<file path="src/rtl/rtc_match_int_array_if.sv">
// Bus bundle for the RTC match/interrupt channel array.
// The master side drives the counter, controls and writes; the slave side returns the match registers and status.
interface rtc_match_int_array_if #(
    parameter int NUM_CH = 4,
    parameter int CNT_W  = 32
);
    logic [CNT_W-1:0]        Count;
    logic [NUM_CH-1:0]       ChEn;
    logic [NUM_CH-1:0]       Periodic;
    logic [NUM_CH-1:0]       IntMask;
    logic [NUM_CH-1:0]       IntClr;
    logic [NUM_CH-1:0]       MatchWr;
    logic [NUM_CH-1:0]       PeriodWr;
    logic [CNT_W-1:0]        WrData;
    logic [NUM_CH*CNT_W-1:0] MatchData;
    logic [NUM_CH-1:0]       RawStatus;
    logic [NUM_CH-1:0]       Overrun;
    logic [NUM_CH-1:0]       MaskStatus;
    logic                    IntrOut;

    modport master (
        output Count, ChEn, Periodic, IntMask, IntClr, MatchWr, PeriodWr, WrData,
        input  MatchData, RawStatus, Overrun, MaskStatus, IntrOut
    );

    modport slave (
        input  Count, ChEn, Periodic, IntMask, IntClr, MatchWr, PeriodWr, WrData,
        output MatchData, RawStatus, Overrun, MaskStatus, IntrOut
    );
endinterface

</file>
<file path="src/rtl/rtc_match_int_array.sv">
// Array of RTC compare channels: each channel raises a sticky interrupt when the counter
// first equals its match value, and can optionally advance its match value by a period.
module rtc_match_int_array #(
    parameter int NUM_CH      = 4,
    parameter int CNT_W       = 32,
    parameter int PERIODIC_EN = 1
) (
    input  logic                  PCLK,
    input  logic                  PRESETn,
    rtc_match_int_array_if.slave  bus
);
    localparam bit ReloadEn = (PERIODIC_EN != 0);

    logic [CNT_W-1:0]  match_q  [NUM_CH];
    logic [CNT_W-1:0]  match_d  [NUM_CH];
    logic [CNT_W-1:0]  period_q [NUM_CH];
    logic [CNT_W-1:0]  period_d [NUM_CH];
    logic [NUM_CH-1:0] hitDly_q, hitDly_d;
    logic [NUM_CH-1:0] rawStatus_q, rawStatus_d;
    logic [NUM_CH-1:0] overrun_q, overrun_d;
    logic [NUM_CH-1:0] hit, evt, reload;

    // An event is the rising edge of equality, so a counter parked on the match value fires once.
    // Events beat a coincident clear; a register write beats a coincident reload.
    always_comb begin
        hit         = '0;
        evt         = '0;
        reload      = '0;
        hitDly_d    = hitDly_q;
        rawStatus_d = rawStatus_q;
        overrun_d   = overrun_q;
        match_d     = match_q;
        period_d    = period_q;
        for (int i = 0; i < NUM_CH; i++) begin
            hit[i]         = bus.ChEn[i] && (bus.Count == match_q[i]);
            evt[i]         = hit[i] && !hitDly_q[i];
            hitDly_d[i]    = hit[i];
            rawStatus_d[i] = evt[i] | (rawStatus_q[i] & ~bus.IntClr[i]);
            overrun_d[i]   = ~bus.IntClr[i] & (overrun_q[i] | (evt[i] & rawStatus_q[i]));
            reload[i]      = ReloadEn && bus.Periodic[i] && evt[i] && (period_q[i] != '0);
            if (bus.MatchWr[i]) begin
                match_d[i] = bus.WrData;
            end else if (reload[i]) begin
                match_d[i] = match_q[i] + period_q[i];
            end
            if (bus.PeriodWr[i]) begin
                period_d[i] = bus.WrData;
            end
        end
    end

    always_ff @(posedge PCLK or negedge PRESETn) begin
        if (!PRESETn) begin
            hitDly_q    <= '0;
            rawStatus_q <= '0;
            overrun_q   <= '0;
            for (int i = 0; i < NUM_CH; i++) begin
                match_q[i]  <= '0;
                period_q[i] <= '0;
            end
        end else begin
            hitDly_q    <= hitDly_d;
            rawStatus_q <= rawStatus_d;
            overrun_q   <= overrun_d;
            for (int i = 0; i < NUM_CH; i++) begin
                match_q[i]  <= match_d[i];
                period_q[i] <= period_d[i];
            end
        end
    end

    for (genvar g = 0; g < NUM_CH; g++) begin : gMatchOut
        assign bus.MatchData[g*CNT_W +: CNT_W] = match_q[g];
    end

    assign bus.RawStatus  = rawStatus_q;
    assign bus.Overrun    = overrun_q;
    assign bus.MaskStatus = rawStatus_q & bus.IntMask;
    assign bus.IntrOut    = |(rawStatus_q & bus.IntMask);
endmodule
</file>
<file path="src/flat_wrapper.sv">
// flat-port wrapper written by rule: the top's interface ports become plain ports
module rtc_match_int_array_flat 
#(
    parameter int NUM_CH      = 4,
    parameter int CNT_W       = 32,
    parameter int PERIODIC_EN = 1
)
  (PCLK, PRESETn, bus_Count, bus_ChEn, bus_Periodic, bus_IntMask, bus_IntClr, bus_MatchWr, bus_PeriodWr, bus_WrData, bus_MatchData, bus_RawStatus, bus_Overrun, bus_MaskStatus, bus_IntrOut);
  rtc_match_int_array_if #(.NUM_CH(NUM_CH), .CNT_W(CNT_W)) bus_i ();
  input  logic PCLK;
  input  logic PRESETn;
  input wire logic [$bits(bus_i.Count)-1:0] bus_Count;
  input wire logic [$bits(bus_i.ChEn)-1:0] bus_ChEn;
  input wire logic [$bits(bus_i.Periodic)-1:0] bus_Periodic;
  input wire logic [$bits(bus_i.IntMask)-1:0] bus_IntMask;
  input wire logic [$bits(bus_i.IntClr)-1:0] bus_IntClr;
  input wire logic [$bits(bus_i.MatchWr)-1:0] bus_MatchWr;
  input wire logic [$bits(bus_i.PeriodWr)-1:0] bus_PeriodWr;
  input wire logic [$bits(bus_i.WrData)-1:0] bus_WrData;
  output wire logic [$bits(bus_i.MatchData)-1:0] bus_MatchData;
  output wire logic [$bits(bus_i.RawStatus)-1:0] bus_RawStatus;
  output wire logic [$bits(bus_i.Overrun)-1:0] bus_Overrun;
  output wire logic [$bits(bus_i.MaskStatus)-1:0] bus_MaskStatus;
  output wire logic [$bits(bus_i.IntrOut)-1:0] bus_IntrOut;
  assign bus_i.Count = bus_Count;
  assign bus_i.ChEn = bus_ChEn;
  assign bus_i.Periodic = bus_Periodic;
  assign bus_i.IntMask = bus_IntMask;
  assign bus_i.IntClr = bus_IntClr;
  assign bus_i.MatchWr = bus_MatchWr;
  assign bus_i.PeriodWr = bus_PeriodWr;
  assign bus_i.WrData = bus_WrData;
  assign bus_MatchData = bus_i.MatchData;
  assign bus_RawStatus = bus_i.RawStatus;
  assign bus_Overrun = bus_i.Overrun;
  assign bus_MaskStatus = bus_i.MaskStatus;
  assign bus_IntrOut = bus_i.IntrOut;
  rtc_match_int_array #(.NUM_CH(NUM_CH), .CNT_W(CNT_W), .PERIODIC_EN(PERIODIC_EN)) u_core (.PCLK(PCLK), .PRESETn(PRESETn), .bus(bus_i));
endmodule
</file>
<file path="config.mk">
export PLATFORM = sky130hd
export DESIGN_NAME = rtc_match_int_array_flat
export DESIGN_NICKNAME = d
export VERILOG_FILES = /design/src/rtl/rtc_match_int_array_if.sv /design/src/rtl/rtc_match_int_array.sv /design/src/flat_wrapper.sv
export SDC_FILE = /design/constraint.sdc
export NUM_CORES = 1
export LEC_CHECK = 0
export ABC_AREA = 1
export BUFFER_PORTS_ARGS = -buffer_cell sky130_fd_sc_hd__buf_4
export CAP_MARGIN = 20
export CORE_ASPECT_RATIO = 1.4
export CORE_MARGIN = 3
export CORE_UTILIZATION = 60
export DETAILED_ROUTE_END_ITERATION = 16
export GPL_TIMING_DRIVEN = 0
export PLACE_DENSITY = 0.91
export SLEW_MARGIN = 20
export SYNTH_ARGS = -nofsm -noshare
export SYNTH_HDL_FRONTEND = slang
export SYNTH_SLANG_ARGS = --single-unit
</file>
<file path="constraint.sdc">
create_clock -name PCLK -period 2.92 [get_ports PCLK]
set_input_delay 0.584 -clock PCLK [delete_from_list [all_inputs] [get_ports PCLK]]
set_output_delay 0.584 -clock PCLK [all_outputs]
set_load 0.005 [all_outputs]
</file>
After elaboration in Yosys (flattened, before gate mapping)
Index checks and enable logic that the tools add are counted.
{ "classes": {"n_addsub": 4, "eq_ne": 4, "mux": 8, "n_bitwise": 25, "reduce_logical": 29} }
{ "op_table": {"columns": ["op", "count"], "rows": [
  ["two-way mux 32 bit", 8],
  ["adder 32 bit", 4],
  ["== test 32 bit", 4],
  ["nonzero test 32 bit", 4],
  ["logical AND 1 bit", 16],
  ["bitwise AND 1 bit", 12],
  ["bitwise OR 1 bit", 8],
  ["nonzero test 2 bit", 4],
  ["bitwise AND 4 bit", 1],
  ["logical NOT 1 bit", 4],
  ["inverter 1 bit", 4],
  ["OR reduction 4 bit", 1]
]} }
{ "word_totals": {"reg_bits": 268, "in_bits": 90, "output_inout_bits": 141, "wordCells": 81} }

Logic depth before layout (Yosys ltp)
{ "logic_depth": {"depth_word": 7, "depth_mapped": 15, "depth_no_buf": 15} }

Least setup slack after synthesis
No wires, ideal clock.
{ "synth_path": {"kind": "flip-flop to flip-flop", "start": "reg u_core.match_q (netlist bit u_core.bus.MatchData[32])", "end": "reg u_core.match_q (netlist bit u_core.bus.MatchData[48])", "arrival_ns": 2.011, "required_ns": 2.803, "path_slack_ns": 0.792, "path_stages_with_launch": 14, "path_buffers": 0, "period_less_slack_ns": 2.128, "path_cell_list": "dfrtp_1 -> ha_1 -> fa_1 -> nand3_1 -> nand3_1 -> nand2_1 -> nand2_1 -> nand2_1 -> nand2_1 -> or2_2 -> nand3_1 -> nand2_1 -> nand2_1 -> nand2_1"} }
{ "synth_via": {"elab_chain_len": 6, "elab_cells_between_ends": 9, "classes_between": "add/sub: 1; eq/ne: 1; mux: 2; reduce/logical: 5"} }
{ "synth_lines": {"columns": ["element", "line_no", "rtl"], "rows": [
  ["from (decl)", "rtc_match_int_array.sv:14", "logic [CNT_W-1:0] match_q [NUM_CH];"],
  ["from (signal, indexed assignment)", "rtc_match_int_array.sv:66", "match_q[i] <= match_d[i];"],
  ["parallel branches: the longest is 6 deep, another holds adder 32 bit", null, null]
]} }
Several ways; the timed one is not identified. The select of a mux whose other input is x is not followed.
A chain may end at the register's enable or synchronous reset.

Worst setup path after layout
{ "layout_path": {"start": "reg u_core.match_q (netlist bit u_core.bus.MatchData[0])", "end": "reg u_core.match_q (netlist bit u_core.bus.MatchData[16])"} }
The elaborated chain is that of the path after synthesis.

==> impl_metrics.env <==
export IMPL_multi_input_area_um2=14400
export IMPL_grt_pass1_wl_mm=151
export IMPL_numCtsBuffers=31
export IMPL_required_ps=3460
export IMPL_io_pins=231
export IMPL_dr_total_vias=27994
export IMPL_cts_resized=0
export IMPL_postRouteAntennaNets=0
export IMPL_antenna_found_initial=5
export IMPL_power_switching_mw=8.52
export IMPL_leakage_nw=16.1
export IMPL_ir_worst_vdd_v=0.000602
export IMPL_violations="negative hold slack"
export IMPL_status="finished, violations left"
export IMPL_crit_fanout=5
export IMPL_p_int_mw=9.91
export IMPL_htree_levels=1
export IMPL_post_cts_buffers=0
export IMPL_die_area_um2=43000
export IMPL_yosysWarnings=0
export IMPL_path_clk_slew_ps=70
export IMPL_syn_inst=4100
export IMPL_r2r_setup_slack_ps=280
export IMPL_fin_crit_ps=2640
export IMPL_areaGrowthSynthToFinish_pct=13.8
export IMPL_highest_layer="met5"
export IMPL_comb_power_share_pct=47.7
export IMPL_cp_arrival_ps=3170
export IMPL_wl_met3_mm=11.3
export IMPL_crit_path_end_kind="flop"
export IMPL_cts_sinks=268
export IMPL_layout_drive_gt1_share_pct=8.48
export IMPL_report_final_slew_viol_count=0
export IMPL_min_period_over_period_pct=90.2
export IMPL_rsz0062_at_grt="no"
export IMPL_switching_share_pct=46.2
export IMPL_cts_hold_buf=0
export IMPL_portBuffers=203
export IMPL_cts_tree="done"
export IMPL_synth_top_area_share_pct=27.6
export IMPL_first_pass_iters=5
export IMPL_clock_latency_ps=600
export IMPL_power_density_nw_per_um2=666
export IMPL_grt_usage_pct=46.3
export IMPL_gp_congestion=1.09
export IMPL_synth_edff_count=0
export IMPL_die_height_um=244
export IMPL_fmax_mhz=379
export IMPL_routed_via_density=5.72
export IMPL_final_nets=4556
export IMPL_whs_ps=-7.36
export IMPL_hp_class="in2async"
export IMPL_core_um2=39700
export IMPL_rows=86
export IMPL_synth_fp_nets=4318
export IMPL_yosysTopAreaCell="dfrtp_1"
export IMPL_design_power_total_mw=18.4
export IMPL_ys_seq_area_share_pct=27.6
export IMPL_synthFlopType="dfrtp_1"
export IMPL_setup_tns_ps=0
export IMPL_wl_met2_mm=43.8
export IMPL_grt_max_degree=96
export IMPL_first_iter_violations=3002
export IMPL_ys_async_sr_fraction_pct=100
export IMPL_design_area_um2=27700
export IMPL_die_width_um=176
export IMPL_root_buffer="clkbuf_16"
export IMPL_met1_length_mm=35.2
export IMPL_final_seq_area_um2=6710
export IMPL_crit_type="reg2reg"
export IMPL_grt_pass1_vias=26187
export IMPL_initial_core_util_pct=61.2
export IMPL_finalHoldViolations=2
export IMPL_wl_mm=102
export IMPL_clkPwrFrac_pct=23.4
export IMPL_drc=0
export IMPL_max_cap_violations=0
export IMPL_skew_ps=10.9
export IMPL_post_drt_wl_per_cell_um=20.8
export IMPL_synth_common_cells="nand2_1 (1730), inv_1 (703), nand3_1 (319)"
export IMPL_setup_viol=0
export IMPL_seqPwrFrac_pct=28.8
export IMPL_synthDistinctLibCells=42
export IMPL_postSynthAreaPerCell_um2=5.93
export IMPL_synth_most_common_cell="nand2_1"
export IMPL_clockBufferDepth=3
export IMPL_overflow=0
export IMPL_worst_pin_slew_ps=1300
export IMPL_hpwl_mm=79.3
export IMPL_cp_start_kind="flop"
export IMPL_fillers=3761
export IMPL_place_area_um2=26500
export IMPL_synth_area_leaders="dfrtp_1 (28%), nand2_1 (27%), inv_1 (11%), nand3_1 (6.6%), ha_1 (6.4%)"
export IMPL_ys_seq_elements=268
export IMPL_synth_area_um2=24300
export IMPL_slew_headroom_pct=13.1
## per-layer routing
metal / vias up / global-route usage [%]
met5: - / 0
met4: 4 / 40.0
met3: 568 / 9.68
met2: 1770 / 72.2
met1: 12537 / 53.9
li1: 13115 / -
## flip-flops by register name, summed over array words and instances, names as in the netlist
name                  count
u_core.bus.MatchData    128
u_core.bus.Overrun        4
u_core.bus.RawStatus      4
u_core.hitDly_q           4
u_core.period_q         128
## worst max-delay path, stage by stage (launching register included)
cell and delay, ps:
dfrtp_1 480, ha_1 320, fa_1 460, nand3_1 120, nand3_1 200, a21oi_1 370, nor2_1 100, o21ai_0 180
nand3_1 160, nand2_1 100, nand2_1 50, nand2_1 50
## power groups by stage
stage          registers [mW]  clock network (mW)  logic, mW
2_1_floorplan            4.85                   0       5.73
3_3_place_gp             5.28                   0       8.36
3_5_place_dp             5.28                   0       8.48
4_1_cts                  5.22                4.29       8.56
5_1_grt                  5.31                4.45       9.74
6_report                 5.31                4.32       8.79
## through the flow
| stage | hold slack (ps) | utilization (%) | cells | worst slack, ps |
|---|---|---|---|---|
| final | -7.36 | 69.7 | 4893 | 285 |
| after global placement | 469 | 66.7 | 4831 | -1010 |
| after detailed placement | 480 | 66.9 | 4833 | 351 |
| after floorplan | 288 | - | 4100 | 792 |
| after global routing | 45.5 | 69.6 | 4890 | 160 |
| after CTS | 39.6 | 69.6 | 4890 | 427 |
## cells in the final DEF (no fill, tap or decap), types with 18 or more instances in the layout
cell type,Yosys,routed
a21oi_1,76,76
buf_1,18,18
buf_4,6,208
clkbuf_1,56,58
clkbuf_16,0,31
dfrtp_1,268,268
ha_1,124,124
inv_1,703,703
inv_2,18,18
mux2_2,49,49
nand2_1,1730,1730
nand3_1,319,319
nand4_1,51,51
nor2_1,287,287
nor3_1,28,28
o21ai_0,183,183
xnor2_1,66,66
## layout make-up
type                       instances  share of cell area, %
antenna                            3                 0.0271
buffer                            95                   1.64
clock buffer                      37                   3.03
clock inverter                    20                  0.955
inverter                         722                   9.81
multi-input combinational       3015                   52.2
sequential                       268                   24.2
tap                              528                   2.39
timing repair buffer             205                   5.74
## cells by family (layout without fill, tap and decap cells)
| logic type | count (synthesis) | count (layout) | share of synthesized area (%) |
|---|---|---|---|
| AND/OR/NAND/NOR | 2474 | 2474 | 41.5 |
| adder cells (fa/ha/maj) | 128 | 128 | 6.71 |
| multiplexers | 49 | 49 | 2.27 |
| AO/OA/AOI/OAI | 286 | 286 | 6.12 |
| flip-flops | 268 | 268 | 27.6 |
| other | 0 | 3 | 0 |
| XOR/XNOR | 78 | 78 | 2.81 |
| buffers and inverters | 817 | 1079 | 13.0 |
## path summary, 6_finish.rpt
kind,start,endpoint,depth (start not counted)
worst max-delay path,u_core.bus.MatchData[0],u_core.bus.MatchData[16],11
max in group asynchronous,PRESETn,u_core.period_q[59],2
worst min register to register,u_core.bus.Overrun[0],u_core.bus.Overrun[0],2
min in group PCLK,bus_IntClr[0],u_core.bus.RawStatus[0],4
worst min-delay path,PRESETn,u_core.period_q[7],1
worst max register to register,u_core.bus.MatchData[0],u_core.bus.MatchData[16],11
No activity file was read; power rests on OpenSTA's default activity.
